**config.mk**
```make
export PLATFORM = sky130hd
export DESIGN_NAME = dmem_arbiter_flat
export DESIGN_NICKNAME = d
export VERILOG_FILES = /design/src/rtl/dmem_arbiter_pkg.sv /design/src/rtl/dmem_arbiter_if.sv /design/src/rtl/dmem_arbiter_miss_counter.sv /design/src/rtl/dmem_arbiter.sv /design/src/flat_wrapper.sv
export SDC_FILE = /design/constraint.sdc
export NUM_CORES = 1
export LEC_CHECK = 0
export CAP_MARGIN = 20
export CORE_MARGIN = 4
export CORE_UTILIZATION = 36
export DETAILED_ROUTE_END_ITERATION = 8
export PLACE_DENSITY = 0.87
export REMOVE_ABC_BUFFERS = 1
export SYNTH_ARGS = -nofsm -noshare
export SYNTH_HDL_FRONTEND = slang
export SYNTH_HIERARCHICAL = 1
export SYNTH_SLANG_ARGS = --single-unit
export TNS_END_PERCENT = 100
```
**constraint.sdc**
```tcl
create_clock -name CLK -period 7.7 [get_ports CLK]
set_clock_uncertainty 0.15 [all_clocks]
set_input_delay 1.54 -clock CLK [delete_from_list [all_inputs] [get_ports CLK]]
set_output_delay 1.54 -clock CLK [all_outputs]
set_load 0.05 [all_outputs]
```
**src/rtl/dmem_arbiter_pkg.sv**
```systemverilog
// Shared types and constants for the data-memory arbiter:
// FSM state enum, memory-select encodings, widths and default region bases.
package dmem_pkg;

    localparam int unsigned DATA_W = 32;
    localparam int unsigned ADDR_W = 32;
    localparam int unsigned IDX_W  = 7;
    localparam int unsigned CNT_W  = 3;

    localparam logic [ADDR_W-1:0] DEF_CONST_BASE = 32'h0000_0200;
    localparam logic [ADDR_W-1:0] DEF_VAR_BASE   = 32'h0000_0800;
    // 128 words per region
    localparam logic [ADDR_W-1:0] REGION_BYTES   = 32'h0000_0200;

    typedef enum logic [1:0] {
        ST_IDLE   = 2'b00,
        ST_MISS   = 2'b01,
        ST_ACCESS = 2'b10
    } state_t;

    typedef enum logic [1:0] {
        SEL_NONE  = 2'b00,
        SEL_CONST = 2'b01,
        SEL_VAR   = 2'b10
    } mem_sel_t;

endpackage

```
**src/rtl/dmem_arbiter_if.sv**
```systemverilog
// Bus bundle for dmem_arbiter: CPU data port, debug read port, memory port.
// slave  : arbiter side
// master : environment side (CPU core, debug master, memories)
interface dmem_arbiter_if;
    import dmem_pkg::*;

    logic              cpu_req;
    logic              cpu_we;
    logic [ADDR_W-1:0] cpu_addr;
    logic [DATA_W-1:0] cpu_wdata;
    logic              cpu_hit;
    logic              cpu_ready;
    logic              cpu_stall;
    logic [DATA_W-1:0] cpu_rdata;

    logic              io_req;
    logic [IDX_W-1:0]  io_addr;
    logic              io_valid;
    logic [DATA_W-1:0] io_rdata;

    logic              mem_we;
    logic [1:0]        mem_sel;
    logic [IDX_W-1:0]  mem_index;
    logic [DATA_W-1:0] mem_wdata;
    logic [DATA_W-1:0] mem_rdata_const;
    logic [DATA_W-1:0] mem_rdata_var;
    logic              err_addr;

    modport slave (
        input  cpu_req, cpu_we, cpu_addr, cpu_wdata, cpu_hit,
        output cpu_ready, cpu_stall, cpu_rdata,
        input  io_req, io_addr,
        output io_valid, io_rdata,
        output mem_we, mem_sel, mem_index, mem_wdata, err_addr,
        input  mem_rdata_const, mem_rdata_var
    );

    modport master (
        output cpu_req, cpu_we, cpu_addr, cpu_wdata, cpu_hit,
        input  cpu_ready, cpu_stall, cpu_rdata,
        output io_req, io_addr,
        input  io_valid, io_rdata,
        input  mem_we, mem_sel, mem_index, mem_wdata, err_addr,
        output mem_rdata_const, mem_rdata_var
    );

endinterface

```
**src/rtl/dmem_arbiter_miss_counter.sv**
```systemverilog
// Miss latency counter: load to 1, increment, terminal count at LIMIT.
// Ports: CLK, RESET (async active-low), load, inc, tc_c (count == LIMIT).
module miss_counter
    import dmem_pkg::*;
#(
    parameter int unsigned LIMIT = 5
) (
    input  logic CLK,
    input  logic RESET,
    input  logic load,
    input  logic inc,
    output logic tc_c
);

    logic [CNT_W-1:0] count;

    always_ff @(posedge CLK or negedge RESET) begin
        if (!RESET) begin
            count <= '0;
        end else if (load) begin
            count <= CNT_W'(1);
        end else if (inc) begin
            count <= count + CNT_W'(1);
        end
    end

    assign tc_c = (count == CNT_W'(LIMIT));

endmodule

```
**src/rtl/dmem_arbiter.sv**
```systemverilog
// Data-memory arbiter: CPU loads/stores with modelled miss latency, address
// decode into constant/variable regions, and a low-priority debug read port
// that uses the memory port in cycles without a completing CPU access.
// Ports: CLK, RESET (async active-low), bus (dmem_arbiter_if.slave).
module dmem_arbiter
    import dmem_pkg::*;
#(
    parameter int unsigned       MISS_LAT   = 5,
    parameter logic [ADDR_W-1:0] CONST_BASE = DEF_CONST_BASE,
    parameter logic [ADDR_W-1:0] VAR_BASE   = DEF_VAR_BASE
) (
    input  logic           CLK,
    input  logic           RESET,
    dmem_arbiter_if.slave  bus
);

    if (MISS_LAT < 1 || MISS_LAT > 7) begin : g_bad_lat
        $error("MISS_LAT must be in 1..7");
    end

    state_t           state, state_nx;
    logic             cnt_load, cnt_inc, cnt_tc;
    logic             cpu_use;
    logic             io_pend, io_serve;
    logic [IDX_W-1:0] io_idx, io_idx_eff;
    logic [ADDR_W-1:0] const_off, var_off;
    logic             in_const, in_var;

    miss_counter #(.LIMIT(MISS_LAT)) u_miss_counter (
        .CLK   (CLK),
        .RESET (RESET),
        .load  (cnt_load),
        .inc   (cnt_inc),
        .tc_c  (cnt_tc)
    );

    // Region decode; offsets below one region size fall inside it, which also
    // discards the byte-offset bits.
    assign const_off = bus.cpu_addr - CONST_BASE;
    assign var_off   = bus.cpu_addr - VAR_BASE;
    assign in_const  = (const_off < REGION_BYTES);
    assign in_var    = (var_off < REGION_BYTES);

    // State register
    always_ff @(posedge CLK or negedge RESET) begin
        if (!RESET) begin
            state <= ST_IDLE;
        end else begin
            state <= state_nx;
        end
    end

    // Next state and CPU handshake
    always_comb begin
        state_nx      = state;
        cnt_load      = 1'b0;
        cnt_inc       = 1'b0;
        cpu_use       = 1'b0;
        bus.cpu_ready = 1'b0;
        bus.cpu_stall = 1'b0;
        case (state)
            ST_IDLE: begin
                if (bus.cpu_req) begin
                    if (bus.cpu_hit) begin
                        cpu_use       = 1'b1;
                        bus.cpu_ready = 1'b1;
                    end else begin
                        bus.cpu_stall = 1'b1;
                        cnt_load      = 1'b1;
                        state_nx      = ST_MISS;
                    end
                end
            end
            ST_MISS: begin
                bus.cpu_stall = 1'b1;
                cnt_inc       = 1'b1;
                if (cnt_tc) begin
                    state_nx = ST_ACCESS;
                end
            end
            ST_ACCESS: begin
                // An abandoned request still drains through here, but silently.
                cpu_use       = bus.cpu_req;
                bus.cpu_ready = bus.cpu_req;
                state_nx      = ST_IDLE;
            end
            default: begin
                state_nx = ST_IDLE;
            end
        endcase
    end

    // Memory port mux: CPU access first, otherwise the debug read
    always_comb begin
        bus.mem_we    = 1'b0;
        bus.mem_sel   = SEL_NONE;
        bus.mem_index = '0;
        bus.cpu_rdata = '0;
        bus.err_addr  = 1'b0;
        io_serve      = 1'b0;
        io_idx_eff    = bus.io_req ? bus.io_addr : io_idx;
        if (cpu_use) begin
            bus.mem_index = bus.cpu_addr[IDX_W+1:2];
            if (in_const) begin
                bus.mem_sel = SEL_CONST;
            end else if (in_var) begin
                bus.mem_sel = SEL_VAR;
            end
            bus.mem_we   = bus.cpu_we & in_var;
            bus.err_addr = ~(in_const | in_var) | (bus.cpu_we & in_const);
            if (!bus.cpu_we) begin
                if (in_const) begin
                    bus.cpu_rdata = bus.mem_rdata_const;
                end else if (in_var) begin
                    bus.cpu_rdata = bus.mem_rdata_var;
                end
            end
        end else if (io_pend || bus.io_req) begin
            io_serve      = 1'b1;
            bus.mem_sel   = SEL_VAR;
            bus.mem_index = io_idx_eff;
        end
    end

    assign bus.mem_wdata = bus.cpu_wdata;

    // Debug read: pending request tracking and registered result
    always_ff @(posedge CLK or negedge RESET) begin
        if (!RESET) begin
            io_pend      <= 1'b0;
            io_idx       <= '0;
            bus.io_valid <= 1'b0;
            bus.io_rdata <= '0;
        end else begin
            io_pend      <= (io_pend | bus.io_req) & ~io_serve;
            bus.io_valid <= io_serve;
            if (bus.io_req) begin
                io_idx <= bus.io_addr;
            end
            if (io_serve) begin
                bus.io_rdata <= bus.mem_rdata_var;
            end
        end
    end

endmodule

```
**src/flat_wrapper.sv**
```systemverilog
// flat-port wrapper written by rule: the top's interface ports become plain ports
module dmem_arbiter_flat import dmem_pkg::*;
#(
    parameter int unsigned       MISS_LAT   = 5,
    parameter logic [ADDR_W-1:0] CONST_BASE = DEF_CONST_BASE,
    parameter logic [ADDR_W-1:0] VAR_BASE   = DEF_VAR_BASE
)
  (CLK, RESET, bus_cpu_req, bus_cpu_we, bus_cpu_addr, bus_cpu_wdata, bus_cpu_hit, bus_cpu_ready, bus_cpu_stall, bus_cpu_rdata, bus_io_req, bus_io_addr, bus_io_valid, bus_io_rdata, bus_mem_we, bus_mem_sel, bus_mem_index, bus_mem_wdata, bus_err_addr, bus_mem_rdata_const, bus_mem_rdata_var);
  dmem_arbiter_if bus_i ();
  input  logic CLK;
  input  logic RESET;
  input wire logic [$bits(bus_i.cpu_req)-1:0] bus_cpu_req;
  input wire logic [$bits(bus_i.cpu_we)-1:0] bus_cpu_we;
  input wire logic [$bits(bus_i.cpu_addr)-1:0] bus_cpu_addr;
  input wire logic [$bits(bus_i.cpu_wdata)-1:0] bus_cpu_wdata;
  input wire logic [$bits(bus_i.cpu_hit)-1:0] bus_cpu_hit;
  output wire logic [$bits(bus_i.cpu_ready)-1:0] bus_cpu_ready;
  output wire logic [$bits(bus_i.cpu_stall)-1:0] bus_cpu_stall;
  output wire logic [$bits(bus_i.cpu_rdata)-1:0] bus_cpu_rdata;
  input wire logic [$bits(bus_i.io_req)-1:0] bus_io_req;
  input wire logic [$bits(bus_i.io_addr)-1:0] bus_io_addr;
  output wire logic [$bits(bus_i.io_valid)-1:0] bus_io_valid;
  output wire logic [$bits(bus_i.io_rdata)-1:0] bus_io_rdata;
  output wire logic [$bits(bus_i.mem_we)-1:0] bus_mem_we;
  output wire logic [$bits(bus_i.mem_sel)-1:0] bus_mem_sel;
  output wire logic [$bits(bus_i.mem_index)-1:0] bus_mem_index;
  output wire logic [$bits(bus_i.mem_wdata)-1:0] bus_mem_wdata;
  output wire logic [$bits(bus_i.err_addr)-1:0] bus_err_addr;
  input wire logic [$bits(bus_i.mem_rdata_const)-1:0] bus_mem_rdata_const;
  input wire logic [$bits(bus_i.mem_rdata_var)-1:0] bus_mem_rdata_var;
  assign bus_i.cpu_req = bus_cpu_req;
  assign bus_i.cpu_we = bus_cpu_we;
  assign bus_i.cpu_addr = bus_cpu_addr;
  assign bus_i.cpu_wdata = bus_cpu_wdata;
  assign bus_i.cpu_hit = bus_cpu_hit;
  assign bus_cpu_ready = bus_i.cpu_ready;
  assign bus_cpu_stall = bus_i.cpu_stall;
  assign bus_cpu_rdata = bus_i.cpu_rdata;
  assign bus_i.io_req = bus_io_req;
  assign bus_i.io_addr = bus_io_addr;
  assign bus_io_valid = bus_i.io_valid;
  assign bus_io_rdata = bus_i.io_rdata;
  assign bus_mem_we = bus_i.mem_we;
  assign bus_mem_sel = bus_i.mem_sel;
  assign bus_mem_index = bus_i.mem_index;
  assign bus_mem_wdata = bus_i.mem_wdata;
  assign bus_err_addr = bus_i.err_addr;
  assign bus_i.mem_rdata_const = bus_mem_rdata_const;
  assign bus_i.mem_rdata_var = bus_mem_rdata_var;
  dmem_arbiter #(.MISS_LAT(MISS_LAT), .CONST_BASE(CONST_BASE), .VAR_BASE(VAR_BASE)) u_core (.CLK(CLK), .RESET(RESET), .bus(bus_i));
endmodule
```
==> reports/results.ini <==
[yosys]
yosys_warnings = 6
synth-seq-cells = 46
synth_area_leaders = dfrtp_1, nand2_1, a32o_1
synth_area_per_cell_sq_um = 8.59
synth_area_leader_cell = dfrtp_1
yosysTopAreaCellShare_pct = 36.9
synth-edff-count = 0
async_flop_share_pct = 100
synthFlopType = dfrtp_1
syn_area_sq_um = 3120
synthCells = 363
ys_seq_area_share_pct = 36.9
synth_cell_types = 44

[pwr]
p_per_area_nw_per_um2 = 214
power_frac_seq_pct = 31.9
leakage_uw = 0.00205
p_clk_share_pct = 14.7
p_switching_uw = 473
p_int_uw = 566
ir_drop_mv = 0.125
combPwrFrac_pct = 53.4
switching_share_pct = 45.5

[sta]
tns_ps = 0
drv_slew = 0
rsz0062_at_grt = no
worst_pin_slew_ps = 700
holdWs_ps = 330
max_freq_ghz = 0.134
slew_headroom_pct = 53.0
hold_viol = 0
period_share_pct = 96.7
finalSetupViolCount = 0
finalCriticalPeriod_ps = 7450
setup_ws_ps = 255

[clock_tree]
clk_pin_slew_worst_paths_ps = 90
htreeDepth = 2
clk_path_buf_depth = 2
tritoncts = done
ctsResizeCount = 0
clockRootBuffer = clkbuf_8
numClockSinks = 46
postCtsSetupBuffers = 0
ctsHoldBuffers = 0
clkLatencyLatePin_ps = 290
cts_buffers = 5

[worst_setup_path]
worst_setup_path_start_kind = input port
reg2reg_slack_ps = 5810
path_max_fanout = 11
criticalPathCategory = input port to output pin
cp_data_arrival_time_ps = 5760
critPathRequiredTime_ps = 6010
end_kind = output pin

[grt]
grtUsageTotal_pct = 22.6
grt_pass1_vias = 3301
grt_max_degree = 47
grt_pass1_wl_mm = 18.1
overflow = 0
antenna_found_initial = 0

[worst_hold_path]
hold_class = flip-flop to flip-flop

[detailed_routing]
viasPerCell = 5.54
wl_mm = 12.3
drc_errors = 0
first_pass_iters = 5
num_vias = 3393
antenna_left = 0
first_iter_violations = 155
wl_per_cell_um = 20.1

[finish]
drive_above_1_share_pct = 10.0
seq_area_sq_um = 1150
fill_cells = 723
syn_to_final_growth_pct = 55.8
antennaDiodeCount = 0
finalNetCount = 653
multi_input_area_sq_um = 1580

[status]
status = complete, no violations

[placed_design]
pre_cts_slack_ps = 283
globalplace.congestion = 0.880
port_buffers = 184
hpwl_mm = 9.64

[job]
cap_violations = 0

[floorplanning]
fp-row-count = 33
ios = 251
start_util_pct = 37.6
die_y_um = 101
die_w_um = 101
core_area_sq_um = 8300
die-area_sq_um = 10200

==> final timing paths <==
check,endpoint,cells past startpoint,startpoint
setup / recovery,bus_cpu_rdata[27],9,bus_cpu_addr[15]
hold / removal,u_core/bus.io_rdata[15],2,u_core/bus.io_rdata[15]
setup reg to reg,u_core/bus.io_rdata[26],7,u_core/state[1]
hold reg to reg,u_core/bus.io_rdata[15],2,u_core/bus.io_rdata[15]
max in group asynchronous,u_core/io_idx[4],2,RESET
min in group asynchronous,u_core/bus.io_rdata[31],1,RESET
==> per-layer routing <==
layer  vias to the layer above  share of wire (%)  GRT usage, %
met5                         -               0.93          9.74
met4                         4                1.0          3.48
met3                        14                 16          12.5
met2                       240                 47          37.5
met1                      1587                 35          25.2
li1                       1548                  -             -
==> power groups by stage <==
| stage | combinational (uW) | clock (uW) | sequential, uW |
|---|---|---|---|
| after floorplan | 173 | 0 | 483 |
| after global placement | 545 | 0 | 332 |
| after detailed placement | 558 | 0 | 336 |
| after CTS | 560 | 158 | 331 |
| after global routing | 588 | 169 | 340 |
| final | 555 | 152 | 331 |
==> kinds of logic after synthesis <==
group / synth area share [%]
flip-flops: 36.9
AND/OR/NAND/NOR: 25.9
XOR/XNOR: 2.53
adder cells (fa/ha/maj): 2.01
multiplexers: 2.53
buffers and inverters: 12.8
AO/OA/AOI/OAI: 17.3
==> synthesized netlist by cell type (4+ instances only) <==
| master | count |
|---|---|
| mux2_2 | 7 |
| buf_2 | 4 |
| or3_1 | 7 |
| or4_1 | 4 |
| a22o_1 | 7 |
| clkbuf_1 | 16 |
| o21ai_0 | 8 |
| a32o_1 | 32 |
| nand2_1 | 101 |
| inv_1 | 11 |
| nand4_1 | 7 |
| nor4_1 | 10 |
| nor3_1 | 7 |
| buf_4 | 32 |
| ha_1 | 5 |
| xnor2_1 | 8 |
| nor2_1 | 13 |
| dfrtp_1 | 46 |
==> registers in the layout, indices dropped and copies added, names as in the netlist <==
signal                       cells
u_core/state                     2
u_core/io_idx                    7
u_core/u_miss_counter/count      3
u_core/bus.io_rdata             32
u_core/io_pend                   1
u_core/bus.io_valid              1
==> cell usage in the layout, fill, tap and decap left out, types with 2 or more instances in the layout <==
cell type	count
clkdlybuf4s50_1	163
nand2_1	101
dfrtp_1	46
a32o_1	32
buf_4	27
nor2_1	13
inv_1	11
nor4_1	10
o21ai_0	8
xnor2_1	8
or3_1	7
nor3_1	7
nand4_1	7
mux2_2	7
a22o_1	7
clkbuf_8	5
ha_1	5
or4_1	4
nand2b_1	3
and2_1	3
clkinvlp_4	2
nor2b_1	2
nor4b_1	2
a21oi_1	2
a31oi_1	2
and4_1	2
a211oi_1	2
==> stage by stage <==
stage / total power (uW) / area [sq um] / utilization, % / cells
6_report: 1040 / 4850 / 58.5 / 613
5_1_grt: 1100 / 4850 / 58.5 / 613
4_1_cts: 1050 / 4830 / 58.3 / 612
3_5_place_dp: 895 / 4740 / 57.1 / 604
3_3_place_gp: 877 / 4740 / 57.1 / 604
2_1_floorplan: 656 / 2760 / - / 308
==> area by class of cell <==
| type | count | share of cell area [%] |
|---|---|---|
| well taps | 105 | 2.71 |
| clock buffers | 5 | 1.42 |
| flip-flops and latches | 46 | 23.7 |
| repair buffers | 192 | 38.3 |
| clock inverters | 3 | 0.490 |
| inverters | 12 | 0.928 |
| multi-input cells | 250 | 32.4 |
==> worst max-delay path: stages <==
cell and delay [ps]:
clkdlybuf4s50_1 500, or4_1 700, or4_4 610, o41ai_4 320, nand3_2 160, nor4_4 690, buf_4 250, a32o_1 170
clkdlybuf4s50_1 810
No activity file was read; power rests on OpenSTA's default activity.
